===== config.mk =====
export PLATFORM = sky130hd
export DESIGN_NAME = uart_tx_fifo
export DESIGN_NICKNAME = d
export VERILOG_FILES = /design/src/rtl/uart_pkg.sv /design/src/rtl/fifo_ram.sv /design/src/rtl/uart_tx_fifo.sv
export SDC_FILE = /design/constraint.sdc
export NUM_CORES = 1
export LEC_CHECK = 0
export ABC_CLOCK_PERIOD_IN_PS = 5200
export CORE_MARGIN = 1
export CORE_UTILIZATION = 58
export CTS_CLUSTER_DIAMETER = 60
export CTS_CLUSTER_SIZE = 12
export DETAILED_ROUTE_END_ITERATION = 8
export GPL_TIMING_DRIVEN = 1
export HOLD_SLACK_MARGIN = 0.12
export PLACE_DENSITY = 0.88
export SYNTH_ARGS = -nofsm -noshare
export SYNTH_HDL_FRONTEND = slang
export SYNTH_SLANG_ARGS = --single-unit
export TNS_END_PERCENT = 5

===== constraint.sdc =====
create_clock -name i_divided_clk -period 5.2 [get_ports i_divided_clk]
set_clock_uncertainty 0.05 [all_clocks]
set_input_delay 0.52 -clock i_divided_clk [delete_from_list [all_inputs] [get_ports i_divided_clk]]
set_output_delay 0.52 -clock i_divided_clk [all_outputs]
set_load 0.05 [all_outputs]

===== src/rtl/uart_pkg.sv =====
// Shared definitions for the UART transmit path: FIFO read-FSM states,
// uart_tx state encodings and the default data width.
package uart_pkg;

   localparam int UART_WIDTH = 8;

   typedef enum logic [1:0] {
      S_ARM   = 2'd0,
      S_OFFER = 2'd1,
      S_DRAIN = 2'd2
   } fifo_rd_state_e;

   typedef enum logic [1:0] {
      TX_IDLE  = 2'd0,
      TX_START = 2'd1,
      TX_DATA  = 2'd2,
      TX_STOP  = 2'd3
   } uart_tx_state_e;

endpackage


===== src/rtl/fifo_ram.sv =====
// DEPTH x WIDTH register array: one synchronous write port and an
// asynchronous read port. Contents are not reset.
module fifo_ram #(
   parameter int DEPTH = 16,
   parameter int WIDTH = 8,
   localparam int AW   = $clog2(DEPTH)
) (
   input  logic             i_clk,
   input  logic             i_we,
   input  logic [AW-1:0]    i_waddr,
   input  logic [WIDTH-1:0] i_wdata,
   input  logic [AW-1:0]    i_raddr,
   output logic [WIDTH-1:0] o_rdata
);

   logic [WIDTH-1:0] mem_q [DEPTH];

   always_ff @(posedge i_clk) begin
      if (i_we) mem_q[i_waddr] <= i_wdata;
   end

   assign o_rdata = mem_q[i_raddr];

endmodule


===== src/rtl/uart_tx_fifo.sv =====
// Transmit byte FIFO feeding uart_tx through its i_data/i_ready/o_next
// handshake; offers one byte per transmitter frame.
//
//   state   | meaning
//   S_ARM   | waiting for the transmitter to be idle (i_next) with data stored
//   S_OFFER | o_ready high, head byte held on o_data until i_next drops
//   S_DRAIN | byte taken; wait for i_next to return before arming again
module uart_tx_fifo
   import uart_pkg::*;
#(
   parameter int DEPTH = 16,
   parameter int WIDTH = UART_WIDTH,
   localparam int AW   = $clog2(DEPTH),
   localparam int CW   = AW + 1
) (
   input  logic             i_divided_clk,
   input  logic             i_rst,
   input  logic             i_en,
   input  logic             i_wr,
   input  logic [WIDTH-1:0] i_wdata,
   output logic             o_full,
   output logic             o_empty,
   output logic [CW-1:0]    o_count,
   output logic             o_overflow,
   input  logic             i_next,
   output logic [WIDTH-1:0] o_data,
   output logic             o_ready
);

   localparam logic [CW-1:0] FULL_CNT = CW'(DEPTH);

   fifo_rd_state_e state_q, state_d;
   logic [AW-1:0]  wptr_q, wptr_d;
   logic [AW-1:0]  rptr_q, rptr_d;
   logic [CW-1:0]  count_q, count_d;
   logic           ready_q, ready_d;
   logic           overflow_q, overflow_d;
   logic           full_q, full_d;
   logic           empty_q, empty_d;
   logic           wr_ok;
   logic           pop;

   fifo_ram #(
      .DEPTH (DEPTH),
      .WIDTH (WIDTH)
   ) u_ram (
      .i_clk   (i_divided_clk),
      .i_we    (wr_ok),
      .i_waddr (wptr_q),
      .i_wdata (i_wdata),
      .i_raddr (rptr_q),
      .o_rdata (o_data)
   );

   // Illegal encodings recover even while i_en is low.
   always_comb begin
      state_d = state_q;
      ready_d = ready_q;
      pop     = 1'b0;
      case (state_q)
         S_ARM: begin
            if (i_en) begin
               ready_d = 1'b0;
               if (i_next && (count_q != '0)) begin
                  state_d = S_OFFER;
                  ready_d = 1'b1;
               end
            end
         end
         S_OFFER: begin
            if (i_en) begin
               ready_d = 1'b1;
               if (!i_next) begin
                  pop     = 1'b1;
                  ready_d = 1'b0;
                  state_d = S_DRAIN;
               end
            end
         end
         S_DRAIN: begin
            if (i_en) begin
               ready_d = 1'b0;
               if (i_next) state_d = S_ARM;
            end
         end
         default: begin
            state_d = S_ARM;
            ready_d = 1'b0;
         end
      endcase
   end

   // Fullness is judged on the pre-edge count, so a same-cycle pop never
   // makes room for a write.
   always_comb begin
      wr_ok      = i_wr && (count_q != FULL_CNT);
      wptr_d     = wr_ok ? wptr_q + 1'b1 : wptr_q;
      rptr_d     = pop ? rptr_q + 1'b1 : rptr_q;
      count_d    = count_q;
      if (wr_ok && !pop)      count_d = count_q + 1'b1;
      else if (!wr_ok && pop) count_d = count_q - 1'b1;
      overflow_d = overflow_q | (i_wr & ~wr_ok);
      full_d     = (count_d == FULL_CNT);
      empty_d    = (count_d == '0);
   end

   always_ff @(posedge i_divided_clk or posedge i_rst) begin
      if (i_rst) begin
         state_q    <= S_ARM;
         wptr_q     <= '0;
         rptr_q     <= '0;
         count_q    <= '0;
         ready_q    <= 1'b0;
         overflow_q <= 1'b0;
         full_q     <= 1'b0;
         empty_q    <= 1'b1;
      end else begin
         state_q    <= state_d;
         wptr_q     <= wptr_d;
         rptr_q     <= rptr_d;
         count_q    <= count_d;
         ready_q    <= ready_d;
         overflow_q <= overflow_d;
         full_q     <= full_d;
         empty_q    <= empty_d;
      end
   end

   assign o_ready    = ready_q;
   assign o_count    = count_q;
   assign o_full     = full_q;
   assign o_empty    = empty_q;
   assign o_overflow = overflow_q;

endmodule


Word level (Yosys, flattened, before mapping)
Memory sizes are Yosys's and may differ from the RTL's.
Cells that the tools add are included.
Storage, ports and cells
  memories kept: 1
  bits in registers: 19
  bits in latches: 0
  output and inout port bits: 17
  bits of input ports: 13
  word-level logic and storage cells: 57
  RAM bits: 128
  bits in read-only memories: 0
Memory list
  u_ram.mem_q: words 16, width 8, rd ports 1, clocked after memory_dff 0, write ports 1, line fifo_ram.sv:16  | logic [WIDTH-1:0] mem_q [DEPTH];
Operators by class
  bitwise logic cells: 3
  multiplexer cells: 20
  shift-type cells: 0
  eq/ne operators: 10
  reductions and logical operators: 11
  $lt $le $gt $ge: 0
  multipliers: 0
  div/mod/pow operators: 0
  add/subtract/negate cells: 4
Operators by type and width (count)
  2-bit two-way mux: 6
  2-bit != test, second input constant: 6
  1-bit two-way mux: 10
  5-bit two-way mux: 2
  4-bit by 1-bit adder with 4-bit output, second input constant: 2
  2-bit one-hot mux with 3 select lines: 1
  6-bit AND reduction: 1
  5-bit by 1-bit adder with 5-bit output, second input constant: 1
  5-bit equality test, second input constant: 1
  5-bit logical NOT: 1
  5-bit != test, second input constant: 1
  5-bit nonzero test: 1
  5-bit by 1-bit subtractor with 5-bit output, second input constant: 1
  1-bit logical AND: 4
  1-bit one-hot mux with 3 select lines: 1
  3-bit AND reduction: 1
  2-bit by 1-bit equality test with 1-bit output, second input constant: 1
  2-bit equality test, second input constant: 1
  1-bit logical NOT: 2
  2-bit logical NOT: 1
  1-bit bitwise AND: 1
  1-bit inverter: 1
  1-bit bitwise OR: 1

Longest topological paths before layout
  depth after elaboration: 7
  gate-level depth with buffers: 7
  mapped depth without buffers: 7

Modules after synthesis
A second synthesis with hierarchy kept.
Unflattened totals
  cell total of the unflattened synthesis: 312
  area, all modules: 5989.5 um^2
By module, submodules not included
  fifo_ram: cells an instance 221, seq. area each 3843.7 um^2, times used 1, area each 4987.3 um^2
  uart_tx_fifo: cells an instance 91, seq. area each 476.7 um^2, times used 1, area each 1002.2 um^2

Least setup slack after synthesis
Ideal clock, no wire load.
  kind: reg2reg
  start: register count_q[0], in the netlist o_count[0]
  end: memory u_ram.mem_q[4][0] (enable)
  path buffers: 0
  slack: 2411 ps
  cell stages (with the launch flop): 7
  arrival: 2353 ps
  setup time: 385 ps
  path through: dfrtp_1 > inv_1 > ha_1 > and4bb_1 > nor2_2 > nand2_1 > nor3b_1
Between the ends
  cells in the longest elaborated chain, start to end: 4
RTL lines
  start, declared: line uart_tx_fifo.sv:35  | logic [CW-1:0] count_q, count_d;
  start signal, assigned: line uart_tx_fifo.sv:121  | count_q <= count_d;
  5-bit != test: line uart_tx_fifo.sv:96  | wr_ok = i_wr && (count_q != FULL_CNT);
  1-bit logical AND: line uart_tx_fifo.sv:96
  1-bit two-way mux: line fifo_ram.sv:19  | if (i_we) mem_q[i_waddr] <= i_wdata;
  1-bit two-way mux (not written as such): line fifo_ram.sv:19
  end, declared: line fifo_ram.sv:16
Every way passes these cells.

Final worst setup path
  start: register rptr_q[0]
  end: output o_data[2]
Between the ends
  cells in the longest elaborated chain, start to end: 1
RTL lines
  start, declared: line uart_tx_fifo.sv:34  | logic [AW-1:0] rptr_q, rptr_d;
  start signal, assigned: line uart_tx_fifo.sv:120  | rptr_q <= rptr_d;
  memory read 16 x 8 bit
  end, declared: line uart_tx_fifo.sv:26  | output logic [WIDTH-1:0] o_data,
Every way passes these cells.

==> reports/metrics.cfg <==
[clocking]
path_clk_slew_ps=60
ctsLongestPathBuffers=2
cts_buffers=17
cts-hold-fix-buffers=0
cts_tree=done
htree_levels=4
cts_setup_buffers=0
cts_resized=0
cts.sinks=147
clock_latency_ps=520
cts_root_buf=clkbuf_8

[worst_setup_path]
cp-end-kind=output pin
critical_path_class=register to output pin
path_max_fanout=35
worstPathRequired_ps=4630
crit_arrival_ps=3580
slowest_stage=dfrtp_2
crit_chain=mux4_1 > mux4_2 > clkdlybuf4s50_1
cpPeakStageDelay_ps=1060
rr_startpoint=o_count[0]
startpoint=rptr_q[0]
cpLargestDelayFamily=multiplexers
startpoint_type=register
crit_buf_inv=1

[timing]
fmax_ghz=0.2407
maxSlewHeadroom=0.3027
worst_slew_pin_slew_ps=1046
rsz0062_at_grt=false
slew_violations=0
finalSetupViolCount=0
tns_ps=0
period_minus_slack_ps=4155
hold_viol=0
fin_ws_ps=1045
fin_crit_sh=0.7990

[floorplan]
core_area_um2=10280
io_pins=30
die_w_um=104.5
die_h_um=104.5
start_util=0.5933
rows=37
die_area_um2=10930

[pwr]
p_switching_w=0.001388
finalPower_w=0.004188
p_int_w=0.002800
ir_drop_mv=0.3756
switching_share=0.3314
seqPwrFrac=0.399
p_clk_frac=0.297
comb_power_share=0.304
power.leakage_nw=2.412
powerDensity_nw_per_um2=592.2

[flow_run]
drv_cap=0

[drt]
wire_per_inst_um=25.74
ant_nets=0
vias=3025
drt_iter0_drc=260
wl_um=12410
drc=0
firstDrtPassIters=5
vias_per_cell=6.276

[global_routing]
overflow=0
grt_pass1_wl_um=18720
track_usage=0.2483
antenna_found_initial=0
grt_max_degree=36
grt_pass1_vias=3101

[logic_synthesis]
synth-edff-count=128
synth_area_leader_cell=edfxtp_1
netlist_area_um2=6097
async_reset_ff_frac=0.1293
syn-instance-count=293
synth_seq_area_share=0.7086
synth-seq-cells=147
ys_top_cells_by_area=edfxtp_1 (63%), mux4_1 (9.0%), dfrtp_1 (7.4%)
synth_top_area_frac=0.6304
synth_common_cells=edfxtp_1 (128), mux4_1 (21), mux4_2 (19), dfrtp_1 (18), nand2_1 (12)
syn_avg_cell_area_um2=20.81
yosys_warnings=0
yosysUniqueCellTypes=45
ys.flop_type=edfxtp_1
syn_nets=313
synth_most_common_cell=edfxtp_1

[finish]
fin_util=0.6881
n_antenna_cell=0
fin_nets=353
syn_to_final_growth_pct=15.99
layout-drive-gt1-share=0.1879

[placement]
place.gp.congestion=0.7856
place_ws_ps=1637
portBuffers=29
dp_hpwl_um=7314

[min_path]
hold_class=primary input to async pin

[status]
status=complete, no violations

==> cell type report <==
type / count / area [µm²]
Fill cell: 612 / 3206
Multi-Input combinational cell: 125 / 1618
Clock inverter: 14 / 186.4
Timing Repair Buffer: 34 / 327.8
Clock buffer: 18 / 417.9
Inverter: 8 / 30.03
Tap cell: 136 / 170.2
Sequential cell: 147 / 4322
==> placed cells by master, fill, tap and decap left out, types with 2 or more instances in the layout <==
master           count
inv_1                8
bufinv_16            4
nor3b_1              5
a31oi_1              3
mux4_2              19
nand2b_1             2
clkinv_4             3
clkdlybuf4s50_1     29
edfxtp_1           128
ha_1                 7
nor2_1               4
and4_1               4
a21oi_1              2
xnor2_1              9
nand4_1              2
and2_1               4
nor3_1               4
clkbuf_16           16
nand2_1             12
mux4_1              21
and3_1               5
buf_4                5
nor2b_1              2
nand4bb_1            2
clkinv_2             4
dfrtp_1             17
a31o_2               2
==> through the flow <==
step	cell area (µm²)	hold WS, ps	instances
after global routing	7072	444.7	482
after floorplan	6097	413.0	293
after global placement	6467	404.4	450
after detailed placement	6467	409.6	450
after CTS	7072	407.8	482
final	7072	389.0	482
==> path summary, 6_finish.rpt <==
| kind | endpoint | depth (start not counted) | slack (ps) |
|---|---|---|---|
| worst max-delay path | o_data[2] | 3 | 1050 |
| worst min-delay path | wptr_q[1] | 2 | 390 |
| worst max register to register | u_ram.mem_q[5][6] | 7 | 2220 |
| worst min register to register | o_overflow | 1 | 420 |
| max in group asynchronous | rptr_q[0] | 2 | 4170 |
| min in group i_divided_clk | o_overflow | 1 | 420 |
==> cell families after synthesis <==
| group | share of synthesized area |
|---|---|
| flops | 0.7086 |
| buf+inv | 0.02606 |
| mux | 0.1625 |
| compound gates | 0.01765 |
| xor+xnor | 0.01293 |
| simple gates | 0.05787 |
| fa+ha+maj | 0.01436 |
==> registers in the layout, indices dropped and copies added (netlist names) <==
name,cells
o_overflow,1
state_q,2
rptr_q,4
o_full,1
o_ready,1
wptr_q,4
o_empty,1
o_count,5
u_ram.mem_q,128
==> layer usage <==
layer,global-route usage,vias up,wire length [µm]
li1,-,1298,-
met1,0.3227,1567,4962
met2,0.4054,137,6422
met3,0.06176,23,720
met4,0.1010,0,304
met5,0,-,0
==> power by group through the flow <==
| stage | Clock, W | Sequential (W) | Combinational (W) |
|---|---|---|---|
| after CTS | 0.00125 | 0.00167 | 0.00128 |
| after floorplan | 0 | 0.00164 | 0.000967 |
| final | 0.00124 | 0.00167 | 0.00127 |
| after global routing | 0.00130 | 0.00170 | 0.00133 |
| after global placement | 0 | 0.00167 | 0.00122 |
| after detailed placement | 0 | 0.00169 | 0.00126 |
(Power assumes the default switching activity.)
